File: src/rtl/heartaware_display_driver.sv
// HeartAware display driver: converts the BPM value to BCD with a sequential
// shift-add-3 engine (one-deep pending buffer in front of it) and time-multiplexes
// the result, plus the UI state code, onto the 8-digit seven-segment display.
module heartaware_display_driver #(
  parameter int unsigned BPM_WIDTH   = 8,
  parameter int unsigned REFRESH_DIV = 25000
) (
  input  logic                 clock_25mhz,
  input  logic                 system_reset_n,
  input  logic [BPM_WIDTH-1:0] bpm_in,
  input  logic                 bpm_valid,
  input  logic [1:0]           ui_state,
  input  logic                 display_en,
  output logic                 busy,
  output logic [6:0]           seg_n,
  output logic                 dp_n,
  output logic [7:0]           an_n
);

  localparam int unsigned      CNT_W      = $clog2(BPM_WIDTH + 1);
  localparam int unsigned      PRE_W      = $clog2(REFRESH_DIV);
  localparam logic [CNT_W-1:0] LAST_SHIFT = CNT_W'(BPM_WIDTH - 1);
  localparam logic [PRE_W-1:0] PRE_LAST   = PRE_W'(REFRESH_DIV - 1);
  localparam logic [6:0]       SEG_BLANK  = 7'h7F;
  localparam logic [6:0]       SEG_DASH   = 7'h3F;

  typedef enum logic [1:0] {
    ST_IDLE,
    ST_SHIFT,
    ST_COMMIT
  } conv_state_e;

  // Active-low segment pattern (G..A) for a decimal digit.
  function automatic logic [6:0] seg_of(input logic [3:0] v);
    case (v)
      4'd0:    seg_of = 7'h40;
      4'd1:    seg_of = 7'h79;
      4'd2:    seg_of = 7'h24;
      4'd3:    seg_of = 7'h30;
      4'd4:    seg_of = 7'h19;
      4'd5:    seg_of = 7'h12;
      4'd6:    seg_of = 7'h02;
      4'd7:    seg_of = 7'h78;
      4'd8:    seg_of = 7'h00;
      4'd9:    seg_of = 7'h10;
      default: seg_of = SEG_BLANK;
    endcase
  endfunction

  // Values above 999 do not fit three digits and are shown as dashes.
  function automatic logic is_over(input logic [BPM_WIDTH-1:0] v);
    return 16'(v) > 16'd999;
  endfunction

  // One double-dabble step: add 3 to every nibble >= 5, then shift in the next
  // binary bit. Bit 12 is the carry out of the hundreds nibble.
  function automatic logic [12:0] dabble_step(input logic [11:0] b, input logic bit_in);
    logic [11:0] adj;
    for (int unsigned i = 0; i < 3; i++) begin
      adj[i*4 +: 4] = (b[i*4 +: 4] >= 4'd5) ? b[i*4 +: 4] + 4'd3 : b[i*4 +: 4];
    end
    return {adj, bit_in};
  endfunction

  // Conversion engine state
  conv_state_e          state_q, state_d;
  logic [BPM_WIDTH-1:0] sr_q, sr_d;
  logic [11:0]          bcd_q, bcd_d;
  logic [CNT_W-1:0]     cnt_q, cnt_d;
  logic                 over_q, over_d;
  logic                 pend_vld_q, pend_vld_d;
  logic [BPM_WIDTH-1:0] pend_val_q, pend_val_d;
  logic [11:0]          disp_bcd_q, disp_bcd_d;
  logic                 disp_over_q, disp_over_d;

  logic                 load;
  logic [BPM_WIDTH-1:0] load_val;
  logic [12:0]          step;

  // Scan state
  logic [PRE_W-1:0]     pre_q, pre_d;
  logic [2:0]           digit_sel_q, digit_sel_d;
  logic [6:0]           seg_q, seg_d;
  logic [7:0]           an_q, an_d;

  logic [3:0]           ones, tens, hund;

  // Conversion FSM next state, pending buffer and display-register commit.
  always_comb begin
    state_d     = state_q;
    sr_d        = sr_q;
    bcd_d       = bcd_q;
    cnt_d       = cnt_q;
    over_d      = over_q;
    pend_vld_d  = pend_vld_q;
    pend_val_d  = pend_val_q;
    disp_bcd_d  = disp_bcd_q;
    disp_over_d = disp_over_q;
    load        = 1'b0;
    load_val    = bpm_in;
    step        = dabble_step(bcd_q, sr_q[BPM_WIDTH-1]);

    unique case (state_q)
      ST_IDLE: begin
        if (bpm_valid) load = 1'b1;
      end
      ST_SHIFT: begin
        sr_d   = sr_q << 1;
        bcd_d  = step[11:0];
        over_d = over_q | step[12];
        cnt_d  = cnt_q + CNT_W'(1);
        if (cnt_q == LAST_SHIFT) state_d = ST_COMMIT;
        // New values arriving mid-conversion park here; the latest one wins.
        if (bpm_valid) begin
          pend_vld_d = 1'b1;
          pend_val_d = bpm_in;
        end
      end
      ST_COMMIT: begin
        disp_bcd_d  = bcd_q;
        disp_over_d = over_q;
        pend_vld_d  = 1'b0;
        state_d     = ST_IDLE;
        // A strobe on this edge is newer than anything pending, so it takes priority.
        if (bpm_valid) begin
          load = 1'b1;
        end else if (pend_vld_q) begin
          load     = 1'b1;
          load_val = pend_val_q;
        end
      end
      default: state_d = ST_IDLE;
    endcase

    if (load) begin
      sr_d    = load_val;
      bcd_d   = '0;
      cnt_d   = '0;
      over_d  = is_over(load_val);
      state_d = ST_SHIFT;
    end
  end

  // Conversion engine registers.
  always_ff @(posedge clock_25mhz or negedge system_reset_n) begin
    if (!system_reset_n) begin
      state_q     <= ST_IDLE;
      sr_q        <= '0;
      bcd_q       <= '0;
      cnt_q       <= '0;
      over_q      <= 1'b0;
      pend_vld_q  <= 1'b0;
      pend_val_q  <= '0;
      disp_bcd_q  <= '0;
      disp_over_q <= 1'b0;
    end else begin
      state_q     <= state_d;
      sr_q        <= sr_d;
      bcd_q       <= bcd_d;
      cnt_q       <= cnt_d;
      over_q      <= over_d;
      pend_vld_q  <= pend_vld_d;
      pend_val_q  <= pend_val_d;
      disp_bcd_q  <= disp_bcd_d;
      disp_over_q <= disp_over_d;
    end
  end

  // Digit scan prescaler, digit content selection and anode drive.
  always_comb begin
    pre_d       = pre_q + PRE_W'(1);
    digit_sel_d = digit_sel_q;
    if (pre_q == PRE_LAST) begin
      pre_d       = '0;
      digit_sel_d = digit_sel_q + 3'd1;
    end

    ones = disp_bcd_q[3:0];
    tens = disp_bcd_q[7:4];
    hund = disp_bcd_q[11:8];

    seg_d = SEG_BLANK;
    case (digit_sel_q)
      3'd0: seg_d = disp_over_q ? SEG_DASH : seg_of(ones);
      3'd1: seg_d = disp_over_q ? SEG_DASH :
                    ((hund == 4'd0) && (tens == 4'd0)) ? SEG_BLANK : seg_of(tens);
      3'd2: seg_d = disp_over_q ? SEG_DASH :
                    (hund == 4'd0) ? SEG_BLANK : seg_of(hund);
      3'd7: seg_d = seg_of({2'b00, ui_state});
      default: seg_d = SEG_BLANK;
    endcase

    an_d = display_en ? ~(8'h01 << digit_sel_q) : 8'hFF;
  end

  // Scan registers; seg/an are registered so they lag digit_sel by one edge.
  always_ff @(posedge clock_25mhz or negedge system_reset_n) begin
    if (!system_reset_n) begin
      pre_q       <= '0;
      digit_sel_q <= '0;
      seg_q       <= SEG_BLANK;
      an_q        <= 8'hFF;
    end else begin
      pre_q       <= pre_d;
      digit_sel_q <= digit_sel_d;
      seg_q       <= seg_d;
      an_q        <= an_d;
    end
  end

  assign busy  = (state_q != ST_IDLE);
  assign seg_n = seg_q;
  assign an_n  = an_q;
  assign dp_n  = 1'b1;

endmodule
File: config.mk
export PLATFORM = sky130hd
export DESIGN_NAME = heartaware_display_driver
export DESIGN_NICKNAME = d
export VERILOG_FILES = /design/src/rtl/heartaware_display_driver.sv
export SDC_FILE = /design/constraint.sdc
export NUM_CORES = 1
export LEC_CHECK = 0
export CAP_MARGIN = 15
export CORE_UTILIZATION = 40
export CTS_CLUSTER_SIZE = 40
export DETAILED_ROUTE_END_ITERATION = 8
export SLEW_MARGIN = 20
export SYNTH_ARGS = -nofsm -noshare
export SYNTH_HDL_FRONTEND = slang
export SYNTH_SLANG_ARGS = --single-unit
File: constraint.sdc
create_clock -name clock_25mhz -period 1.65 [get_ports clock_25mhz]
set_input_delay 0.4125 -clock clock_25mhz [delete_from_list [all_inputs] [get_ports clock_25mhz]]
set_output_delay 0.4125 -clock clock_25mhz [all_outputs]
set_load 0.005 [all_outputs]
# Word level (Yosys, flattened, before mapping)
# Memory sizes are Yosys's and may differ from the RTL's.
# Index checks and enable logic that the tools add are counted.
# word_totals
ramBits	0
elab_cells	85
n_memories	3
latch_bits	0
in_bits	14
regBits	82
romBits	336
out_inout_bits	17
# op_classes
eq_ne	13
n_shift	1
mul	0
div	0
order_cmp	3
n_mux	32
n_addsub	6
n_bitwise	2
reduce_logical	12
# mem_list
memory	words	word_bits	read_ports	rd_clocked_by_memory_dff	wr	line	text
(name not given)	16	7	1	0	0	35	case (v)
(name not given)	16	7	1	0	0	35	
(name not given)	16	7	1	0	0	35	
# ops
cell	count
$pmux W7 S4	2
$mux W8	6
$mux W7	5
$mux W12	2
$mux W4	5
$add A15 B1 Y15 const B	1
$eq A15 B15 Y1 const B	1
$mux W15	1
$add A4 B2 Y4 const B	3
$ge A4 B3 Y1 const B	3
$logic_not A4 Y1	2
$not A8 Y8	1
$shl A1 B3 Y8 const A	1
$eq A2 B2 Y1 const B	3
$mux W1	6
$reduce_and A2 Y1	3
$reduce_bool A2 Y1	3
$add A4 B1 Y4 const B	1
$eq A2 B1 Y1 const B	2
$eq A4 B3 Y1 const B	1
$logic_not A2 Y1	2
$mux W2	2
$ne A2 B2 Y1 const B	2
$pmux W1 S2	2
9 further kinds	9

# Longest topological paths before layout
# logic_depth
ltp_word	5
ltp_mapped	8
mapped_depth_nobuf	7

# Worst setup path before layout
# No wires, ideal clock.
# synth_timing
kind	flip-flop to flip-flop
startpoint	reg disp_bcd_q[9]
endpoint	reg seg_q[3], in the netlist seg_n[3]
path_buffers	0
arrival_time_ns	1.541
synth_period_minus_slack_ns	1.607
stages_incl_launch_ff	8
required_ns	1.584
setup_slack_ns	0.043
setup_time_ns	0.066
path_cell_list	dfrtp_1 inv_1 ha_1 and4bb_2 nor2_1 nor3_1 o31ai_1 nand4_1
# synth_via
elab_chain_len	5
elab_cells_between_ends	8
cone_classes	5 x mux; 2 x reduce/logical; 1 x memory
# synth_rtl
item	line	text
from (decl)	73	logic [11:0] disp_bcd_q, disp_bcd_d;
from (signal assigned)	164	disp_bcd_q <= disp_bcd_d;
parallel branches: the longest is 4 deep, another holds $mem_v2 Z16 W7	n/a	
$pmux W7 S4 (*)	183	case (digit_sel_q)
net seg_d[3]	83	logic [6:0] seg_q, seg_d;
to (signal assigned)	206	seg_q <= seg_d;
to (decl)	83	
# Mark *: on every way through the listed nets, which the timed path passes.
# A chain may end at the register's enable or synchronous reset.

# Worst setup path in the final report
# layout_timing
startpoint	reg disp_over_q
endpoint	reg seg_q[5], in the netlist seg_n[5]
# layout_via
elab_chain_len	2
elab_cells_between_ends	4
cone_classes	4 x mux
# layout_rtl
item	line	text
from (decl)	74	logic disp_over_q, disp_over_d;
from (signal assigned)	165	disp_over_q <= disp_over_d;
$mux W7, on equally long branches	187, 184, 185	
$pmux W7 S4 (*)	183	
net seg_d[5]	83	
# Mark *: on every way through the listed nets, which the timed path passes. The rest lies on a longest branch.

==> results.py <==
metrics = {
    "synthesis": {
        "syn_area_um2": 4530,
        "synth_area_per_cell_um2": 9.70,
        "syn_nets": 510,
        "async_reset_ff_share_pct": 100,
        "ys_warn_count": 0,
        "synth_edf_count": 0,
        "yosysUniqueCellTypes": 54,
        "synth_ff_type": "dfrtp_1",
        "synth_cells": 467,
        "ys_ff_latch": 82,
        "ys_seq_area_share_pct": 45.7,
    },
    "drt": {
        "vias": 3551,
        "postRouteWirelength_mm": 9.32,
        "wl_per_cell_um": 13.6,
        "drcViolationCount": 0,
        "dr.pass1.iters": 4,
        "drtIter0Drc": 112,
        "viasPerCell": 5.20,
        "antenna_left": 0,
    },
    "die": {
        "die_h_um": 108,
        "die_area_um2": 11700,
        "top_level_ports": 31,
        "num_rows": 38,
        "die_x_um": 108,
        "core_um2": 10900,
        "start_util_pct": 41.4,
    },
    "worst_hold_path": {
        "min_path_cells": 1,
        "hold_end": "state_q[1]",
        "hold_class": "register to register",
        "holdCritStartpoint": "cnt_q[3]",
    },
    "setup_path": {
        "cp_num_cells": 3,
        "cp_top_family": "simple AND/OR/NAND/NOR gates",
        "crit_chain": "or4_1, a311oi_1, nand3_1",
        "arrival_ns": 1.84,
        "worstSetupEndpointType": "register",
        "path_buf_inv": 0,
        "reg2regPathDepth": 3,
        "required_ns": 1.90,
        "r2r-start": "disp_over_q",
        "crit_path_top_delay_cell": "or4_1",
        "critPathMaxStageDelay_ns": 0.56,
        "crit_type": "register to register",
        "timing.rr.end": "seg_n[5]",
        "startpoint_type": "register",
        "crit_fanout": 8,
        "r2r_setup_slack_ns": 0.06,
    },
    "sta": {
        "fin_crit_sh_pct": 96.3,
        "hold_viol": 0,
        "period_minus_slack_ns": 1.59,
        "rsz0062_at_grt": "yes",
        "max_freq_mhz": 629,
        "setup_viol": 0,
        "finClkSkew_ns": 0.00566,
        "final_max_slew_viol_count": 0,
        "fin_setup_tns_ns": 0,
    },
    "cells_and_area": {
        "drive_above_1_share_pct": 24.3,
        "n_antenna_cell": 0,
        "num-fill-cells": 1009,
        "multi_input_area_um2": 2340,
        "fin_nets": 581,
        "layout.cells.non_filler": 683,
        "utilization_pct": 52.4,
        "areaGrowthSynthToFinish_pct": 26.7,
        "seq_area_um2": 2070,
    },
    "power": {
        "vdd_drop_max_mv": 0.769,
        "p_leak_nw": 2.51,
        "total_power_mw": 8.90,
        "power_density_nw_per_um2": 1550,
    },
    "grt": {
        "grt_max_degree": 35,
        "track_usage_pct": 17.5,
        "grt_pass1_wl_mm": 16.0,
        "antenna_found_initial": 0,
        "grt-ovfl-total": 0,
        "grt_pass1_vias": 3489,
    },
    "cts": {
        "root_buffer": "clkbuf_16",
        "cts_sinks": 82,
        "htree_levels": 3,
        "ctsLongestPathBuffers": 2,
        "clkLatencyLatePin_ns": 0.34,
        "cts_tree": "done",
        "clk_pin_slew_ns": 0.06,
        "cts-buffers-inserted": 9,
    },
    "place": {
        "port_buffers": 29,
        "dpl.hpwl_mm": 6.92,
        "place_inst": 666,
        "gp_congestion": 0.817,
    },
    "job": {
        "maxCapViolations": 0,
    },
    "outcome": {
        "status": "complete, no violations",
    },
}
==> flip-flops by register name, indices dropped and copies added, names as in the netlist <==
register     flops
an_n             8
bcd_q           12
cnt_q            4
digit_sel_q      3
disp_bcd_q      12
disp_over_q      1
over_q           1
pend_val_q       8
pend_vld_q       1
pre_q           15
seg_n            7
sr_q             8
state_q          2
==> through the flow <==
step	cell area (um^2)	setup slack, ns	hold slack [ns]
floorplan	4530	0.0434	0.117
global placement	5340	-0.152	0.336
detailed placement	5340	-0.182	0.333
CTS	5670	-0.00260	0.470
global route	5740	0.00253	0.483
finish	5740	0.0607	0.468
==> where the power goes <==
part / switching, mW / internal (mW)
logic: 1.86 / 1.74
registers: 0.457 / 2.65
clock network: 0.779 / 1.41
total: 3.10 / 5.80
==> how the worst max path moves through the flow <==
stage                              start       endpoint
final                        disp_over_q       seg_n[5]
after global routing      digit_sel_q[0]       seg_n[2]
after CTS                     state_q[0]           busy
after detailed placement       bpm_valid  pend_val_q[5]
after global placement         bpm_valid  pend_val_q[6]
after floorplan            disp_bcd_q[9]       seg_n[3]
==> synth_stat cells (8+ instances only) <==
library cell,count,area [um^2]
nand2_1,45,169
xor2_1,10,87.6
nand2b_1,9,56.3
nor2b_1,12,75.1
o31ai_1,10,75.1
buf_2,10,50.1
dfstp_2,15,394
nor2_1,29,109
nor3_1,8,40.0
ha_1,29,363
clkbuf_1,13,48.8
a21oi_1,26,130
mux2i_1,10,100
nand3_1,28,140
mux2_2,15,169
xnor2_1,10,87.6
inv_1,19,71.3
a211oi_1,10,75.1
o21ai_0,38,190
dfrtp_1,67,1680
==> layer usage <==
layer,global-route usage [%],up-vias,part of all wire (%)
li1,-,1793,-
met1,21.9,1689,47
met2,29.9,59,48
met3,3.19,10,3.3
met4,6.95,0,1.6
met5,0,-,0
==> layout make-up <==
cell class | count | share of cell area (%)
Clock inverter | 4 | 1.29
Timing Repair Buffer | 85 | 12.9
Clock buffer | 12 | 4.47
Tap cell | 140 | 3.05
Sequential cell | 82 | 36.1
Inverter | 20 | 1.31
Multi-Input combinational cell | 340 | 40.8
==> cells by family after synthesis <==
kind of cell | after synthesis | synth area share (%)
DFF | 82 | 45.7
xor gates and xnor gates | 20 | 3.87
muxes | 25 | 5.94
adders and majority gates | 29 | 8.01
and+or+nand+nor | 159 | 17.6
other | 1 | 0.0828
AOI/OAI and AO/OA | 106 | 14.6
buffers and inverters | 45 | 4.17
==> repair_timing <==
action / CTS / global route
buffers inserted: 0 / 0
endpoints found under the setup margin: 17 / 13
pin swaps: 2 / 1
hold endpoints to repair: 13 / 0
resized for setup: 18 / 24
hold buffers: 1 / 0
==> placed cells by master, fill, tap and decap left out, types with 7 or more instances in the layout <==
cell and count:
clkdlybuf4s50_1 12, ha_1 26, nor2b_1 9, dlygate4sd2_1 15, mux2i_1 10, mux2_2 15, nand2b_1 9, o31ai_1 10
nand2_1 45, clkbuf_16 9, nor2_1 28, xnor2_1 10, a21oi_1 24, buf_4 51, nand3_1 28, nor3_1 7
dfrtp_1 66, inv_1 17, xor2_1 10, o21ai_0 37, dfstp_2 15, a211oi_1 8
==> worst register-to-register path: stages (launching register included) <==
cell and delay [ns]:
dfrtp_1 0.47, or4_1 0.56, a311oi_1 0.35, nand3_1 0.12
Power figures use the tool's default switching activity.
